$ cat src/rtl/ckpt_free_list_if.sv
// Rename-stage free-list port bundle: allocate lanes, retire-free lanes,
// branch checkpoint control, exception flush and status.
interface ckpt_free_list_if #(
  parameter int SIZE     = 64,
  parameter int N        = 2,
  parameter int NUM_CKPT = 4
);
  localparam int PW = $clog2(SIZE);
  localparam int CW = (NUM_CKPT > 1) ? $clog2(NUM_CKPT) : 1;

  logic [N-1:0]          pop_en;
  logic [N-1:0]          pop_valid;
  logic [N-1:0][PW-1:0]  pop_prn;
  logic [N-1:0]          push_valid;
  logic [N-1:0][PW-1:0]  push_prn;
  logic                  ckpt_en;
  logic [CW-1:0]         ckpt_id;
  logic                  restore_en;
  logic [CW-1:0]         restore_id;
  logic                  ckpt_release_en;
  logic [CW-1:0]         ckpt_release_id;
  logic                  flush_en;
  logic [PW:0]           free_count;
  logic [NUM_CKPT-1:0]   ckpt_valid;
  logic                  err;

  modport master (
    output pop_en, push_valid, push_prn, ckpt_en, ckpt_id, restore_en, restore_id,
           ckpt_release_en, ckpt_release_id, flush_en,
    input  pop_valid, pop_prn, free_count, ckpt_valid, err
  );

  modport slave (
    input  pop_en, push_valid, push_prn, ckpt_en, ckpt_id, restore_en, restore_id,
           ckpt_release_en, ckpt_release_id, flush_en,
    output pop_valid, pop_prn, free_count, ckpt_valid, err
  );
endinterface

$ cat src/rtl/ckpt_free_list.sv
// Physical-register free list with N-wide allocate/free, head checkpoints
// for one-cycle mispredict recovery, and an exception flush that returns
// every speculative allocation. Only the head is ever rolled back.
module ckpt_free_list #(
  parameter int SIZE     = 64,
  parameter int ARCH     = 32,
  parameter int N        = 2,
  parameter int NUM_CKPT = 4
) (
  input logic            clock,
  input logic            reset,
  ckpt_free_list_if.slave fl
);
  localparam int PW = $clog2(SIZE);
  typedef logic [PW:0] ptr_t;

  logic [PW-1:0]        entries [SIZE];
  ptr_t                 head, tail;
  ptr_t                 ckpt_ptr [NUM_CKPT];
  logic [NUM_CKPT-1:0]  ckpt_vld;
  logic                 err_q;

  ptr_t                 count, n_grant, n_push, room, tail_next, head_next;
  logic [PW-1:0]        rd_idx;
  logic [N-1:0]         push_acc;
  logic [N-1:0][PW-1:0] push_idx;
  logic                 restore_ok, restore_bad, suppress, push_drop;

  assign count       = tail - head;
  assign restore_ok  = fl.restore_en && ckpt_vld[fl.restore_id];
  // A restore that loses to a flush is not an error; it simply never happened.
  assign restore_bad = fl.restore_en && !ckpt_vld[fl.restore_id] && !fl.flush_en;
  // Any restore request (good or bad) freezes the head, so no pops that cycle.
  assign suppress    = reset || fl.flush_en || fl.restore_en;

  // Grant lanes oldest-first while entries remain; granted lanes read consecutive slots.
  always_comb begin
    n_grant      = '0;
    rd_idx       = '0;
    fl.pop_valid = '0;
    fl.pop_prn   = '0;
    for (int k = 0; k < N; k++) begin
      if (!suppress && fl.pop_en[k] && (n_grant < count)) begin
        rd_idx          = head[PW-1:0] + n_grant[PW-1:0];
        fl.pop_valid[k] = 1'b1;
        fl.pop_prn[k]   = entries[rd_idx];
        n_grant         = n_grant + ptr_t'(1);
      end
    end
  end

  // Accept pushes in lane order until the list would overflow; this cycle's pops free room.
  always_comb begin
    room      = ptr_t'(SIZE) - (count - n_grant);
    n_push    = '0;
    push_acc  = '0;
    push_idx  = '0;
    push_drop = 1'b0;
    for (int k = 0; k < N; k++) begin
      if (fl.push_valid[k]) begin
        if (n_push < room) begin
          push_acc[k] = 1'b1;
          push_idx[k] = tail[PW-1:0] + n_push[PW-1:0];
          n_push      = n_push + ptr_t'(1);
        end else begin
          push_drop = 1'b1;
        end
      end
    end
    tail_next = tail + n_push;
  end

  // Head selection: flush rebuilds from the new tail, restore reloads a checkpoint.
  always_comb begin
    head_next = head + n_grant;
    if (fl.flush_en)      head_next = tail_next - ptr_t'(SIZE - ARCH);
    else if (restore_ok)  head_next = ckpt_ptr[fl.restore_id];
  end

  // Pointer, storage, checkpoint and error state.
  always_ff @(posedge clock) begin
    if (reset) begin
      for (int i = 0; i < SIZE; i++) entries[i] <= PW'(i);
      for (int i = 0; i < NUM_CKPT; i++) ckpt_ptr[i] <= '0;
      head     <= ptr_t'(ARCH);
      tail     <= {1'b1, {PW{1'b0}}};
      ckpt_vld <= '0;
      err_q    <= 1'b0;
    end else begin
      for (int k = 0; k < N; k++)
        if (push_acc[k]) entries[push_idx[k]] <= fl.push_prn[k];
      head <= head_next;
      tail <= tail_next;
      if (push_drop || restore_bad) err_q <= 1'b1;
      if (fl.flush_en || restore_ok) begin
        ckpt_vld <= '0;
      end else begin
        if (fl.ckpt_release_en) ckpt_vld[fl.ckpt_release_id] <= 1'b0;
        // Later assignment lets a same-slot checkpoint beat the release.
        if (fl.ckpt_en && !fl.restore_en) begin
          ckpt_vld[fl.ckpt_id] <= 1'b1;
          ckpt_ptr[fl.ckpt_id] <= head + n_grant;
        end
      end
    end
  end

  assign fl.free_count = count;
  assign fl.ckpt_valid = ckpt_vld;
  assign fl.err        = err_q;
endmodule

$ cat src/flat_wrapper.sv
// flat-port wrapper written by rule: the top's interface ports become plain ports
module ckpt_free_list_flat 
#(
  parameter int SIZE     = 64,
  parameter int ARCH     = 32,
  parameter int N        = 2,
  parameter int NUM_CKPT = 4
)
  (clock, reset, fl_pop_en, fl_push_valid, fl_push_prn, fl_ckpt_en, fl_ckpt_id, fl_restore_en, fl_restore_id, fl_ckpt_release_en, fl_ckpt_release_id, fl_flush_en, fl_pop_valid, fl_pop_prn, fl_free_count, fl_ckpt_valid, fl_err);
  ckpt_free_list_if #(.SIZE(SIZE), .N(N), .NUM_CKPT(NUM_CKPT)) fl_i ();
  input logic clock;
  input logic reset;
  input wire logic [$bits(fl_i.pop_en)-1:0] fl_pop_en;
  input wire logic [$bits(fl_i.push_valid)-1:0] fl_push_valid;
  input wire logic [$bits(fl_i.push_prn)-1:0] fl_push_prn;
  input wire logic [$bits(fl_i.ckpt_en)-1:0] fl_ckpt_en;
  input wire logic [$bits(fl_i.ckpt_id)-1:0] fl_ckpt_id;
  input wire logic [$bits(fl_i.restore_en)-1:0] fl_restore_en;
  input wire logic [$bits(fl_i.restore_id)-1:0] fl_restore_id;
  input wire logic [$bits(fl_i.ckpt_release_en)-1:0] fl_ckpt_release_en;
  input wire logic [$bits(fl_i.ckpt_release_id)-1:0] fl_ckpt_release_id;
  input wire logic [$bits(fl_i.flush_en)-1:0] fl_flush_en;
  output wire logic [$bits(fl_i.pop_valid)-1:0] fl_pop_valid;
  output wire logic [$bits(fl_i.pop_prn)-1:0] fl_pop_prn;
  output wire logic [$bits(fl_i.free_count)-1:0] fl_free_count;
  output wire logic [$bits(fl_i.ckpt_valid)-1:0] fl_ckpt_valid;
  output wire logic [$bits(fl_i.err)-1:0] fl_err;
  assign fl_i.pop_en = fl_pop_en;
  assign fl_i.push_valid = fl_push_valid;
  assign fl_i.push_prn = fl_push_prn;
  assign fl_i.ckpt_en = fl_ckpt_en;
  assign fl_i.ckpt_id = fl_ckpt_id;
  assign fl_i.restore_en = fl_restore_en;
  assign fl_i.restore_id = fl_restore_id;
  assign fl_i.ckpt_release_en = fl_ckpt_release_en;
  assign fl_i.ckpt_release_id = fl_ckpt_release_id;
  assign fl_i.flush_en = fl_flush_en;
  assign fl_pop_valid = fl_i.pop_valid;
  assign fl_pop_prn = fl_i.pop_prn;
  assign fl_free_count = fl_i.free_count;
  assign fl_ckpt_valid = fl_i.ckpt_valid;
  assign fl_err = fl_i.err;
  ckpt_free_list #(.SIZE(SIZE), .ARCH(ARCH), .N(N), .NUM_CKPT(NUM_CKPT)) u_core (.clock(clock), .reset(reset), .fl(fl_i));
endmodule
$ cat config.mk
export PLATFORM = sky130hd
export DESIGN_NAME = ckpt_free_list_flat
export DESIGN_NICKNAME = d
export VERILOG_FILES = /design/src/rtl/ckpt_free_list_if.sv /design/src/rtl/ckpt_free_list.sv /design/src/flat_wrapper.sv
export SDC_FILE = /design/constraint.sdc
export NUM_CORES = 1
export LEC_CHECK = 0
export CORE_MARGIN = 1.5
export CORE_UTILIZATION = 45
export DETAILED_ROUTE_END_ITERATION = 8
export DONT_BUFFER_PORTS = 1
export GPL_TIMING_DRIVEN = 0
export PLACE_DENSITY = 0.67
export SETUP_SLACK_MARGIN = 0.5
export SLEW_MARGIN = 30
export SYNTH_ARGS = -nofsm -noshare
export SYNTH_HDL_FRONTEND = slang
export SYNTH_SLANG_ARGS = --single-unit
$ cat constraint.sdc
create_clock -name clock -period 9.7 [get_ports clock]
set_clock_uncertainty 0.1 [all_clocks]
set_input_delay 1.94 -clock clock [delete_from_list [all_inputs] [get_ports clock]]
set_output_delay 1.94 -clock clock [all_outputs]
set_load 0.005 [all_outputs]
==> results.md <==
- Status: complete, but fails checks
- Failing checks: DRC
- Largest net degree at the start of global routing: 14
- Met2 Use GR: 58.08%
- Layout Utilization: 52.06%
- Number of synthesized flops with an enable pin: 412
- Post-synth top area cell: edfxtp_1
- Met1 GRT Util: 52.31%
- Post-synth top area share: 46.36%
- CP Cell Sequence: clkbuf_8 -> buf_8 -> buf_8 -> inv_1 -> ha_1 -> nor2b_1 -> or4_4 -> a2111oi_4 -> o31ai_2 -> nor4_2 -> nand2_1 -> nand3_4 -> inv_1 -> ha_1 -> ha_1 -> clkbuf_2 -> clkbuf_4 -> clkbuf_4 -> mux4_2 -> mux4_2 -> mux2i_1 -> a211oi_2
- DRC: 106
- Global route overflow: 0
- Crit-path slowest cell: or4_4
- Req. time, crit path: 7660 ps
- Mapped Nets: 1959
- Period utilization: 92.60%
- Die Ht: 246.5 um
- Clock buffer depth: 3
- VDD IR max: approximately 0.00014 V
- Die extent in x: between 200 and 250 um
- Hpwl dp: between 90000 and 100000 um
- Core area: 58800 um^2
- Post-Route WL: ~130000 um
- CTS clock-pin slew for the worst setup and hold paths: roughly 60 ps
- Least-Margin Pin Slew: 1214 ps
- Number of global-route vias before repair: ~22000
- Ys Warns: 0
- F_max: 0.1113 GHz
- Ys flop type: edfxtp_1
- Hold_ws: 431.1 ps
- Area occupied by multi-input gates: 13120 um^2
- Delay-heaviest family, CP: buffers and inverters
- Final net count: 2103
- Avg Inst Size Synth: approximately 14 um^2
- Final setup violation count: 0
- Post-placement cell count: 2692
- Layout fillers: between 5000 and 6000
- Cells after Synth: 1910
- Final WS setup: 717.7 ps
- Max-cap viol count: 0
- Total GRT Usage: a little over two fifths
- RSZ-0062 raised after global routing: false
- Gpl congestion: 1.154
- Seq/Total Area, Yosys: 47.78%
- Total CTS buffers: 49
- Largest cells by area after synthesis: edfxtp_1, mux4_2, a32oi_1
- Max FO, Critical Path: 10
- Slew Limit Fails: 0
- Slew headroom: 19.05%
- CP Class: reg -> out
- CTS tree: yes
- Initial Util: 45.39%
- Hold Path End: u_core.fl.ckpt_valid[0]$_SDFF_PP0_
- Sink Count: 431
- Hold/Removal Path Class: reg -> reg
- Top cells by count, synth: edfxtp_1, mux4_2, clkbuf_1
- Final TNS setup: 0 ps
- Most frequent CP cell: ha_1
- Worst skew pair latency: 620 ps
- DRT iter0 DRCs: 5149
- Rows: 89
- Flops & latches, synth: 431
- DR WL/cell: 45.57 um
- Vias: roughly 24000
- Die area: ~61000 um^2
- R2R depth: 29
- Share of cells above drive strength 1: 29.47%
- Place WS: -2287 ps
- Post-DRT Antenna Nets: 0
- Hold path cells: 2
- CTS root buffer: clkbuf_16
- Flip-flop and latch area: ~13000 um^2
- Top-count cell post-synth: edfxtp_1
- CP peak stage delay: 540 ps
- Synthesis-to-layout area growth: 14.70%
- R2R Path Start: u_core.head[1]$_SDFF_PP0_
- Final Hold Viols: 0
- First-pass GRT wire length: 177200 um
- I/O Pins: 54
- Crit path buf inv count: 8
- Post-CTS Hold Buffers: 0
- Detail-routed via count per cell: 8.270
- Reg-to-Reg End: u_core.entries[27][1]$_DFFE_PP_
- CP startpoint kind: flop
- GR peak layer: met2
- CP Capture Type: primary output
- Worst EP arrival: 6940 ps
- R2R setup slack: about 780 ps
- GR Util met3: 23.17%
- Initial antenna violation count: 9
- Cell area after synthesis: 26690 um^2
- PortBufs: 0
- Power Density: roughly 200 nW/um^2
- Synth unique cells: 73
- H-tree levels: 2
- P_leak: 8.590 nW
- Minimum clock period after layout: between 8000 and 9000 ps
- First-pass iteration count of the detailed router: 9
- Post-route insts no fill: 2874
- Critical hold path startpoint: u_core.fl.ckpt_valid[0]$_SDFF_PP0_
- Fraction of registers with async set/reset: 0%
-- cell usage in the layout (no fill, tap or decap), types with 11 or more instances in the layout --
cell       count
a21oi_1       19
o32ai_1      155
xnor2_1       12
o21ai_0       12
o32a_1        20
nor2_1        70
nand2_1       54
nor3_1        37
o211ai_1      57
clkbuf_4      11
clkbuf_2      47
edfxtp_1     412
buf_2         52
a32o_1        36
and3_1        19
nand3_1       39
inv_1         30
a211o_1       12
mux4_2       254
buf_4         94
clkbuf_16     50
or3_1         15
ha_1          16
nand4_1       15
dfxtp_1       19
inv_2         11
clkbuf_1     150
nor2b_1       20
clkinv_2      11
a32oi_1      172
-- registers in the layout, indices dropped and copies added (netlist names) --
signal,flops
u_core.ckpt_ptr,28
u_core.head,7
u_core.entries,384
u_core.fl.ckpt_valid,4
u_core.fl.err,1
u_core.tail,7
-- where the power goes --
group | switching (mW) | internal [mW]
registers | 0.0452 | 2.10
logic | 1.34 | 0.693
clock network | 0.832 | 1.11
-- worst min-delay path, stage by stage, from the launching register on --
cell	delay, ps
dfxtp_1	340
o21ai_0	80
a21oi_1	60
-- what timing repair did --
item                                    CTS  global route
setup buffers                            65            17
endpoints found under the setup margin  788           764
resized for setup                        99            23
pin swaps                                54            15
-- cell type report --
cell class	count	share of cell area, %
multi-input combinational	1168	42.86
sequential	431	41.66
clock buffer	62	4.267
buffer	270	4.149
tap	773	3.160
timing repair buffer	93	2.350
clock inverter	29	0.9933
inverter	41	0.5028
antenna	7	0.05723
-- how the worst max path moves through the flow --
stage	startpoint	to	cells after the start
after detailed placement	u_core.head[1]$_SDFF_PP0_	u_core.entries[37][5]$_DFFE_PP_	30
after global routing	u_core.head[1]$_SDFF_PP0_	u_core.entries[36][5]$_DFFE_PP_	32
after CTS	u_core.head[1]$_SDFF_PP0_	fl_pop_prn[10]	22
final	u_core.head[1]$_SDFF_PP0_	fl_pop_prn[10]	22
after global placement	u_core.head[1]$_SDFF_PP0_	u_core.entries[37][5]$_DFFE_PP_	30
after floorplan	u_core.head[1]$_SDFF_PP0_	fl_pop_prn[10]	21
-- layer usage --
metal  share of wire (%)  vias to the layer above
li1                    -                     8661
met1                  33                    11810
met2                  40                     2621
met3                  18                      663
met4                 8.7                       18
met5                0.24                        -
-- kinds of logic (layout without fill, tap and decap cells) --
family | count (synthesis) | after routing | synth area share [%]
AO/OA/AOI/OAI | 535 | 535 | 17.33
XOR/XNOR | 24 | 24 | 0.7877
adder cells (fa/ha/maj) | 22 | 22 | 1.135
buffers and inverters | 311 | 495 | 4.679
flip-flops | 431 | 431 | 47.78
multiplexers | 263 | 263 | 21.77
other | 0 | 7 | 0
AND/OR/NAND/NOR | 324 | 324 | 6.508
-- through the flow --
step	power, mW	area (um^2)
after floorplan	3.262	26690
after detailed placement	3.987	27900
after global placement	3.942	27650
after global routing	6.147	30590
after CTS	5.932	30380
final	6.121	30610
Power figures use the tool's default switching activity.
